==> config.mk <==
export PLATFORM = sky130hd
export DESIGN_NAME = adder8_seq
export DESIGN_NICKNAME = d
export VERILOG_FILES = /design/src/rtl/adder8_seq.sv
export SDC_FILE = /design/constraint.sdc
export NUM_CORES = 1
export LEC_CHECK = 0
export BUFFER_PORTS_ARGS = -buffer_cell sky130_fd_sc_hd__buf_4
export CAP_MARGIN = 30
export CORE_MARGIN = 3
export CORE_UTILIZATION = 40
export CTS_CLUSTER_DIAMETER = 120
export DETAILED_ROUTE_END_ITERATION = 8
export PLACE_DENSITY = 0.64
export SYNTH_ARGS = -nofsm -noshare
export SYNTH_HDL_FRONTEND = slang
export SYNTH_SLANG_ARGS = --single-unit
==> constraint.sdc <==
create_clock -name clk -period 6.3 [get_ports clk]
set_input_delay 1.26 -clock clk [delete_from_list [all_inputs] [get_ports clk]]
set_output_delay 1.26 -clock clk [all_outputs]
set_load 0.005 [all_outputs]
==> src/rtl/adder8_seq.sv <==
// Byte-serial multi-precision adder built around a single 8-bit adder stage.
// Optional signed-overflow output is enabled by defining ADDER8_SEQ_OVF_EN.

// 8-bit ripple adder slice with carry in/out.
// Latency: combinational.
// Backpressure: none (pure datapath).
module adder8 (
    input  logic [7:0] x,
    input  logic [7:0] y,
    input  logic       cin,
    output logic [7:0] sum,
    output logic       cout
);
    logic [8:0] full;

    assign full = {1'b0, x} + {1'b0, y} + {8'd0, cin};
    assign sum  = full[7:0];
    assign cout = full[8];
endmodule

// Sequences one adder8 over NBYTES bytes, LSB first, chaining carry in a register.
// Latency: accept at end of cycle 0, RUN cycles 1..NBYTES, out_valid in cycle NBYTES+1.
// Backpressure: in_ready only in IDLE; result held in DONE until out_ready.
module adder8_seq #(
    parameter int NBYTES = 4
) (
    input  logic                  clk,
    input  logic                  rst,
    input  logic                  in_valid,
    output logic                  in_ready,
    input  logic [8*NBYTES-1:0]   a,
    input  logic [8*NBYTES-1:0]   b,
    input  logic                  cin,
    output logic                  out_valid,
    input  logic                  out_ready,
    output logic [8*NBYTES-1:0]   sum,
    output logic                  cout
`ifdef ADDER8_SEQ_OVF_EN
    ,
    output logic                  ovf
`endif
);
    localparam int W  = 8 * NBYTES;
    localparam int CW = (NBYTES > 1) ? $clog2(NBYTES) : 1;
    localparam logic [CW-1:0] CNT_LAST = CW'(NBYTES - 1);

    typedef enum logic [1:0] {
        ST_IDLE,
        ST_RUN,
        ST_DONE
    } state_t;

    state_t          state_q, state_d;
    logic [W-1:0]    a_q, a_d;
    logic [W-1:0]    b_q, b_d;
    logic [W-1:0]    sum_q, sum_d;
    logic            carry_q, carry_d;
    logic [CW-1:0]   cnt_q, cnt_d;

    logic [7:0]      add_sum;
    logic            add_cout;
    logic [W-1:0]    sum_shift;

    adder8 u_adder8 (
        .x    (a_q[7:0]),
        .y    (b_q[7:0]),
        .cin  (carry_q),
        .sum  (add_sum),
        .cout (add_cout)
    );

    // New byte enters at the top so that after NBYTES shifts byte 0 sits at the bottom.
    always_comb begin
        sum_shift = sum_q >> 8;
        sum_shift[W-1 -: 8] = add_sum;
    end

`ifdef ADDER8_SEQ_OVF_EN
    logic a_msb_q, a_msb_d;
    logic b_msb_q, b_msb_d;
`endif

    always_comb begin
        state_d   = state_q;
        a_d       = a_q;
        b_d       = b_q;
        sum_d     = sum_q;
        carry_d   = carry_q;
        cnt_d     = cnt_q;
        in_ready  = 1'b0;
        out_valid = 1'b0;
`ifdef ADDER8_SEQ_OVF_EN
        a_msb_d   = a_msb_q;
        b_msb_d   = b_msb_q;
`endif
        case (state_q)
            ST_IDLE: begin
                in_ready = 1'b1;
                if (in_valid) begin
                    a_d     = a;
                    b_d     = b;
                    carry_d = cin;
                    cnt_d   = '0;
                    state_d = ST_RUN;
`ifdef ADDER8_SEQ_OVF_EN
                    a_msb_d = a[W-1];
                    b_msb_d = b[W-1];
`endif
                end
            end
            ST_RUN: begin
                sum_d   = sum_shift;
                carry_d = add_cout;
                a_d     = a_q >> 8;
                b_d     = b_q >> 8;
                // Counter parks at the last value rather than wrapping.
                if (cnt_q == CNT_LAST) begin
                    state_d = ST_DONE;
                end else begin
                    cnt_d = cnt_q + CW'(1);
                end
            end
            ST_DONE: begin
                out_valid = 1'b1;
                if (out_ready) begin
                    state_d = ST_IDLE;
                end
            end
            default: begin
                state_d = ST_IDLE;
            end
        endcase
    end

    always_ff @(posedge clk) begin
        if (rst) begin
            state_q <= ST_IDLE;
            a_q     <= '0;
            b_q     <= '0;
            sum_q   <= '0;
            carry_q <= 1'b0;
            cnt_q   <= '0;
`ifdef ADDER8_SEQ_OVF_EN
            a_msb_q <= 1'b0;
            b_msb_q <= 1'b0;
`endif
        end else begin
            state_q <= state_d;
            a_q     <= a_d;
            b_q     <= b_d;
            sum_q   <= sum_d;
            carry_q <= carry_d;
            cnt_q   <= cnt_d;
`ifdef ADDER8_SEQ_OVF_EN
            a_msb_q <= a_msb_d;
            b_msb_q <= b_msb_d;
`endif
        end
    end

    assign sum  = sum_q;
    assign cout = (state_q == ST_DONE) && carry_q;

`ifdef ADDER8_SEQ_OVF_EN
    assign ovf = (state_q == ST_DONE) && (a_msb_q == b_msb_q) && (sum_q[W-1] != a_msb_q);
`endif
endmodule

# Yosys cells after proc, flatten, opt, wreduce, memory -nomap -nowiden
# Index checks and enable logic that the tools add are counted.
# op_classes
n_eq_ne,7
n_lt_le_gt_ge,0
mul,0
div_mod_pow,0
muxes,15
bitwise,0
addsub,3
reduce_logical,6
n_shift,0
# op_table
operator,n
case mux 32 bit (2 select lines),2
2-to-1 mux 32 bit,2
2-to-1 mux 2 bit,5
adder 8 x 8 -> 9 bit,1
adder 9 x 1 -> 9 bit,1
!= test 2 bit (second input constant),4
case mux 2 bit (3 select lines),1
AND reduction 3 bit,2
== test 2 bit (second input constant),2
case mux 2 bit (2 select lines),1
2-to-1 mux 1 bit,3
adder 2 x 1 -> 2 bit (second input constant),1
== test 2 x 1 -> 1 bit (second input constant),1
zero test 2 bit,1
case mux 1 bit (2 select lines),1
AND reduction 2 bit,1
nonzero test 2 bit,1
logical AND 1 bit,1
# totals
register_bits,101
mem_count,0
output_inout_bits,35
elab_cells,37
ramBits,0
input_bits,69
mem_bits_ro,0
latchBits,0

# Longest topological paths before layout
# Gate-level depths: netlist of the first run.
# logic_depth
depth_word,3
ltp_mapped,7
depth_no_buf,7

# Modules after synthesis
# Synthesis of the first run repeated with hierarchy kept, for this count alone.
# unflattened
cells_unflattened,531
hier_area_um2,4300.4
# modules_own_cells
mod,cells_per_inst,instances,seq_area_each_um2,area_each_um2
adder8_seq,491,1,2021.9,3968.8
adder8,40,1,0.0,331.6

# Least setup slack after synthesis of the first run
# Ideal clock, no wire load.
# synth_timing
path_kind,input port to flip-flop
start,in in_valid
end,reg a_q[25]
required_ns,6.172
cell_stages,6
t_arrival_ns,2.103
path_buffers,2
setup_slack_ns,4.069
setup_time_ns,0.128
cell_sequence,nor2_1 > or2_2 > clkbuf_1 > clkbuf_1 > a22oi_1 > nor2_1
# synth_between
elab_chain_len,2
# synth_lines
item,line,source
start: declaration,29,"input logic in_valid,"
!= test 2 bit (no source line),--,
AND reduction 2 bit (no source line),--,
end signal: assignment,138,a_q <= '0;
end signal: assignment,149,a_q <= a_d;
end: declaration,54,"logic [W-1:0] a_q, a_d;"
# Every way passes these cells.
# A chain may end at the register's enable or synchronous reset.

# Worst setup path in the final report of the first run
# layout_timing
start,in in_valid
end,reg a_q[9]
# Same word-level chain as after synthesis.

==> flow_summary.json, run 1 <==
{
  "die_h_um": 110,
  "pin_count": 104,
  "gp_congestion": 0.784,
  "endpoint_kind": "register",
  "track_usage": 0.174,
  "start_util": 0.413,
  "r2r_start": "state_q[0]",
  "p_per_area_nw_per_um2": 257,
  "finalSetupViolCount": 0,
  "post_cts_resize_count": 0,
  "port_buffers": 103,
  "clk_path_buf_depth": 2,
  "num_rows": 37,
  "cts_made_buffers": 9,
  "seq_area_frac_synth": 0.472,
  "grt_pass1_vias": 3611,
  "drc": 0,
  "drt_iter0_markers": 229,
  "startpoint": "in_valid",
  "max_freq_ghz": 0.361,
  "postLayoutCoreUtil": 0.513,
  "synth_top_family_by_area": "simple AND/OR/NAND/NOR gates",
  "async_reset_ff_frac": 0,
  "ir_drop_mv": 0.138,
  "muxShareOfSynthArea": 0,
  "wl_met3_um": 639,
  "maxSlewHeadroom": 0.331,
  "hold_viol_final": 0,
  "tritoncts": "done",
  "path_clk_slew_ps": 100,
  "drv_slew": 0,
  "min_from": "sum[1]",
  "wl_per_cell_um": 13.7,
  "clkSinkCount": 101,
  "highest_layer": "met4",
  "cts_setup_buffers": 0,
  "synth_ff_type": "dfxtp_1",
  "rrSetupSlack_ps": 3860,
  "dp_cells": 734,
  "met1Wirelength_um": 4680,
  "dr.pass1.iters": 4,
  "crit_required_ps": 6570,
  "wl_met2_um": 4880,
  "fin_crit_sh": 0.439,
  "nNetsFinal": 689,
  "synth-compound-area-share": 0.205,
  "ys_ff_latch": 101,
  "critPathLaunchType": "input pin",
  "grt_overflow_total": 0,
  "outcome": "finished, final reports clean",
  "wl_um": 10300,
  "antenna_found_initial": 0,
  "antennaDiodeCount": 0,
  "cap_violations": 0,
  "stdcell_count": 751,
  "final_cell_mix": "154 x nand2_1, 105 x buf_4, 101 x dfxtp_1, 73 x nor2_1, 48 x a311oi_1",
  "nFillCells": 1042,
  "cts_max_level": 3,
  "cp_data_arrival_time_ps": 3030,
  "grt_pass1_wl_um": 16800,
  "hp-class": "register to register",
  "final.setup.tns_ps": 0,
  "synth-simple-area-share": 0.239,
  "hold_buffers": 0,
  "synth_area_per_cell_sq_um": 7.97,
  "coreArea_sq_um": 10400,
  "grt_max_degree": 105,
  "finalCriticalPeriod_ps": 2770,
  "synth_xor_area_frac": 0,
  "die_x_um": 110,
  "dieArea_sq_um": 12000,
  "synth_edf_count": 0,
  "synth_nets": 617,
  "crit_fanout": 50,
  "vias": 3865,
  "cellLeakagePower_uw": 0.00223,
  "synth_area_sq_um": 4290,
  "final_common_cell": "nand2_1",
  "place_hpwl_um": 7040,
  "synth_fa_ha_area_frac": 0.0327,
  "clock_skew_ps": 10.6,
  "worst_pin_slew_ps": 1000,
  "root_buffer": "clkbuf_8",
  "syn_to_final_growth_pct": 24.2,
  "synth_cells": 538,
  "drive_gt1_frac": 0.207,
  "yosys.cell_types.count": 37,
  "rsz0062_at_grt": "false",
  "clock_latency_ps": 360,
  "detail-route-antenna-nets": 0,
  "yosysWarnings": 0,
  "critPathKind": "input pin to register",
  "viasPerCell": 5.15
}
## cells in the mapped netlist (2+ instances only)
library cell    n  area [sq um]
o21ai_0         3          15.0
nor2_1         74           278
a31oi_1         2          12.5
buf_4           2          15.0
nor3_1          6          30.0
a21oi_1        32           160
a211o_1         2          17.5
o41ai_1         2          17.5
inv_1           8          30.0
buf_2          12          60.1
a211oi_1        2          15.0
fa_1            2          40.0
a22oi_1        18           135
nand2_1       154           578
o21a_1          3          22.5
dfxtp_1       101          2020
a21o_1          3          22.5
ha_1            8           100
clkbuf_1       30           113
nand3b_1        2          15.0
a311oi_1       48           420
nand3_1         7          35.0
nor2b_1         3          18.8
## logic make-up (layout without fill, tap and decap cells)
kind of cell               count (synthesis)  count (layout)
AOI/OAI and AO/OA                        119             119
adders and majority gates                 10              10
buffers and inverters                     53             130
DFF                                      101             101
and+or+nand+nor                          255             255
## state kept, by name, indices dropped and copies added (netlist names)
signal	count
sum	32
carry_q	1
state_q	2
b_q	32
cnt_q	2
a_q	32
## where the power goes
| group | leakage, uW | internal [uW] | total, uW | switching (uW) |
|---|---|---|---|---|
| clock | 0.000104 | 227 | 448 | 221 |
| sequential | 0.000830 | 681 | 711 | 29.4 |
| combinational | 0.00130 | 93.6 | 210 | 117 |
| total | 0.00223 | 1000 | 1370 | 367 |
## metrics by stage
stage          worst slack [ps]  hold slack [ps]  instance area [sq um]  total power [uW]
2_1_floorplan              4070              453                   4290               858
6_report                   3530              458                   5320              1370
3_5_place_dp               3130              448                   5080               935
5_1_grt                    3290              483                   5320              1440
4_1_cts                    3540              462                   5300              1380
3_3_place_gp               3230              446                   5080               930
## per-layer routing
| layer | GRT usage | vias to the layer above |
|---|---|---|
| li1 | - | 2012 |
| met1 | 0.231 | 1741 |
| met2 | 0.289 | 103 |
| met3 | 0.0388 | 9 |
| met4 | 0.0427 | 0 |
| met5 | 0 | - |
## cell type report
class	count	area [sq um]	share of cell area
multi-input cells	384	2070	0.388
flip-flops and latches	101	2020	0.380
repair buffers	106	816	0.153
well taps	136	170	0.0320
clock buffers	10	128	0.0240
clock inverters	6	92.6	0.0174
inverters	8	30.0	0.00564
## critical path, stage by stage
cell and delay (ps):
buf_4 90, nor2_1 60, nor2_4 720, buf_4 540
nor2_1 80, a311oi_1 260
## path summary, 6_finish.rpt
check / end / cells past startpoint
max: a_q[9] / 6
min: sum[1] / 2
max reg2reg: a_q[9] / 5
min reg2reg: sum[1] / 2
No activity file was read; power rests on OpenSTA's default activity.
==> inputs of run 2 (changes only) <==
Clock period 6.3 ns to 2.8 ns, I/O delays scaled along.
==> flow_summary.json, run 2 (synthesis results as in run 1) <==
{
  "outcome": "finished, final reports clean",
  "clock_latency_ps": 360,
  "track_usage": 0.170,
  "dr.pass1.iters": 4,
  "cellLeakagePower_uw": 0.00225,
  "cts_setup_buffers": 0,
  "grt_overflow_total": 0,
  "max_freq_ghz": 0.455,
  "endpoint_kind": "output pin",
  "finalSetupViolCount": 0,
  "ff2ff_path_depth": 7,
  "die_x_um": 110,
  "regArea_sq_um": 2020,
  "path_clk_slew_ps": 110,
  "start_util": 0.413,
  "clock_skew_ps": 16.4,
  "dieArea_sq_um": 12000,
  "clk_path_buf_depth": 2,
  "tritoncts": "done",
  "gr-usage-met2": 0.268,
  "worst_pin_slew_ps": 684,
  "drive_gt1_frac": 0.215,
  "post_cts_resize_count": 0,
  "pin_count": 104,
  "grt_use_met3": 0.0423,
  "die_h_um": 110,
  "cts_made_buffers": 9,
  "gp_congestion": 0.856,
  "detail-route-antenna-nets": 0,
  "place_hpwl_um": 7410,
  "final_cell_mix": "154 x nand2_1, 111 x buf_4, 101 x dfxtp_1, 73 x nor2_1, 48 x a311oi_1",
  "hold_buffers": 0,
  "vias": 3905,
  "drt_iter0_markers": 199,
  "coreArea_sq_um": 10400,
  "antennaDiodeCount": 0,
  "port_buffers": 103,
  "wl_per_cell_um": 13.7,
  "root_buffer": "clkbuf_8",
  "p_per_area_nw_per_um2": 547,
  "wl_um": 10400,
  "crit_required_ps": 2240,
  "nNetsFinal": 696,
  "grt_pass1_vias": 3456,
  "final.setup.tns_ps": 0,
  "nFillCells": 1048,
  "busiest_layer": "met2",
  "cts_max_level": 3,
  "syn_to_final_growth_pct": 24.5,
  "grt_max_degree": 68,
  "fin_crit_sh": 0.785,
  "final_common_cell": "nand2_1",
  "drv_slew": 0,
  "cap_violations": 0,
  "cp_data_arrival_time_ps": 1640,
  "grt_use_met1": 0.234,
  "hold_ws_ps": 436,
  "holdPathStages": 3,
  "antenna_found_initial": 0,
  "crit_fanout": 10,
  "num_rows": 37,
  "maxSlewHeadroom": 0.544,
  "drc": 0,
  "hold_viol_final": 0,
  "hp-class": "input pin to register",
  "clkSinkCount": 101,
  "critPathLaunchType": "register",
  "finalCriticalPeriod_ps": 2200,
  "multi_input_area_sq_um": 2070,
  "viasPerCell": 5.15,
  "grt_pass1_wl_um": 16300,
  "rsz0062_at_grt": "false",
  "ir_drop_mv": 0.374,
  "critPathKind": "register to output pin"
}
[run 2: cell count changes in the layout (fill, tap and decap cells not counted), sizes merged]
cell    delta
buf        +7
bufinv     -2
clkinv     +2
[run 2: final cells by class]
type,count,area share
clock buffers,10,0.0239
well taps,136,0.0319
clock inverters,6,0.00868
multi-input cells,384,0.387
flip-flops and latches,101,0.379
repair buffers,113,0.164
inverters,8,0.00563
[run 2: worst max-delay path, stage by stage, from the launching register on]
cell and delay [ps]:
dfxtp_1 600, nor2b_1 350, and2_1 220, buf_4 120
[run 2: metrics by stage]
step	util	instance area, sq um	power, uW	instances	worst slack, ps
after floorplan	-	4290	1930	538	820
after global placement	0.498	5160	2120	742	764
after detailed placement	0.498	5160	2130	742	648
after CTS	0.514	5340	2950	758	603
after global routing	0.514	5340	3080	758	502
final	0.514	5340	2920	758	601
[run 2: worst paths after layout]
check,start,to,slack [ps]
min,b[29],b_q[29],440
max,state_q[1],cout,600
min reg2reg,sum[1],sum[1],460
max reg2reg,a_q[0],sum[30],620
[run 2: layer usage]
metal	wire length (um)	part of all wire	up-vias
li1	-	-	2016
met1	4790	0.46	1768
met2	4750	0.46	111
met3	698	0.067	10
met4	110	0.011	0
met5	0	0	-
[run 2: report_power, final]
group          total, uW  internal, uW  switching (uW)  leakage [uW]
sequential          1600          1530            66.1      0.000830
combinational        490           223             267       0.00134
clock                831           330             500     0.0000833
total               2920          2090             834       0.00225
==> inputs of run 3 (changes only) <==
Settings changed: PLACE_DENSITY 0.64 to 0.66.
Clock period 2.8 ns to 1.9 ns, I/O delays scaled along.
==> flow_summary.json, run 3 (synthesis results as in run 1) <==
{
  "antenna_found_initial": 0,
  "vias": 3986,
  "die_h_um": 110,
  "gp_congestion": 0.859,
  "endpoint_kind": "register",
  "cap_violations": 0,
  "worst_pin_slew_ps": 487,
  "clock_power_share": 0.291,
  "outcome": "finished, violations left",
  "fin_crit_sh": 1.03,
  "num_rows": 37,
  "detail-route-antenna-nets": 0,
  "finalCriticalPeriod_ps": 1960,
  "hold_ws_ps": 249,
  "crit_required_ps": 2180,
  "p_per_area_nw_per_um2": 803,
  "violations": "setup timing",
  "cpPeakStageDelay_ps": 400,
  "grt_max_degree": 57,
  "drc": 0,
  "cp_slowest_cell": "fa_2",
  "max_freq_ghz": 0.510,
  "drt_iter0_markers": 213,
  "finalWorstSetupSlack_ps": -59.7,
  "antennaDiodeCount": 0,
  "nNetsFinal": 712,
  "cp_data_arrival_time_ps": 2240,
  "path_cells": "fa_2, inv_2, fa_2, nor2b_2, o2111a_1, o31a_2, o41ai_2",
  "final_common_cell": "nand2_1",
  "p_int_uw": 3160,
  "rsz0062_at_grt": "true",
  "wl_per_cell_um": 14.1,
  "crit_fanout": 3,
  "tritoncts": "done",
  "critPathLaunchType": "register",
  "final.setup.tns_ps": -70.8,
  "pwr-share-seq": 0.531,
  "clk_path_buf_depth": 2,
  "cts_max_level": 3,
  "power_frac_comb": 0.178,
  "maxSlewHeadroom": 0.675,
  "clock_latency_ps": 370,
  "clkSinkCount": 101,
  "grt_pass1_wl_um": 17600,
  "place_hpwl_um": 7970,
  "grt_overflow_total": 0,
  "track_usage": 0.186,
  "hold_buffers": 0,
  "coreArea_sq_um": 10400,
  "start_util": 0.413,
  "ir_drop_mv": 0.322,
  "grt_pass1_vias": 3776,
  "final_cell_mix": "154 x nand2_1, 124 x buf_4, 98 x dfxtp_1, 73 x nor2_1, 48 x a311oi_1",
  "viasPerCell": 5.15,
  "switching_share": 0.288,
  "wl_um": 10900,
  "dr.pass1.iters": 6,
  "syn_to_final_growth_pct": 28.8,
  "hold_viol_final": 0,
  "switching_power_uw": 1280,
  "path_clk_slew_ps": 110,
  "cpMostUsedCell": "fa_2",
  "dieArea_sq_um": 12000,
  "hp-class": "input pin to register",
  "critPathKind": "register to register",
  "clock_skew_ps": 19.5,
  "rrSetupSlack_ps": -60,
  "drv_slew": 0,
  "cellLeakagePower_uw": 0.00235,
  "root_buffer": "clkbuf_8",
  "cts_made_buffers": 9,
  "port_buffers": 103,
  "drive_gt1_frac": 0.249,
  "die_x_um": 110,
  "finalSetupViolCount": 2,
  "pin_count": 104
}
==> run 3: what timing repair did <==
item / CTS / global route
endpoints found under the setup margin: 3 / 6
buffers inserted: 0 / 4
pin swaps: 2 / 8
gates resized for setup: 3 / 4
==> run 3: worst paths after layout <==
check                           cells past startpoint       to   start
worst max-delay path                                7  sum[30]  a_q[0]
worst min-delay path                                3  a_q[30]   a[30]
worst max register to register                      7  sum[30]  a_q[0]
worst min register to register                      2   sum[0]  sum[0]
==> run 3: layout make-up <==
cell class / count / area [sq um]
well taps: 136 / 170
fillers: 1025 / 4850
multi-input cells: 384 / 2080
flip-flops and latches: 101 / 2030
clock inverters: 5 / 41.3
clock buffers: 11 / 141
repair buffers: 129 / 1030
inverters: 8 / 30.0
==> run 3: power groups by stage <==
stage | Sequential, uW | Clock, uW | Combinational (uW)
after global routing | 2370 | 1410 | 889
final | 2350 | 1290 | 790
after global placement | 2400 | 0 | 753
after CTS | 2350 | 1320 | 773
after detailed placement | 2400 | 0 | 767
after floorplan | 2370 | 0 | 474
==> run 3: worst max-delay path, delay by kind of cell, from the launching register on <==
kind	cells	cell delay, ps
DFF	1	350
buffers and inverters	1	70
adders and majority gates	2	610
and+or+nand+nor	1	50
AOI/OAI and AO/OA	3	790
==> run 3: metrics by stage <==
step	instances	total power [uW]	area, sq um	worst slack (ps)	util
2_1_floorplan	538	2840	4290	5.18	-
3_3_place_gp	754	3150	5270	-10.2	0.508
3_5_place_dp	754	3170	5270	-82.5	0.508
4_1_cts	770	4440	5460	-47.0	0.527
5_1_grt	774	4670	5520	-113	0.533
6_report	774	4430	5520	-59.7	0.533
==> run 3: metal layers <==
metal / wire (um) / vias up / GRT usage
met4: 185 / 0 / 0.0757
li1: - / 2060 / -
met3: 663 / 15 / 0.0411
met1: 5000 / 1808 / 0.238
met2: 5070 / 103 / 0.303
met5: 0 / - / 0
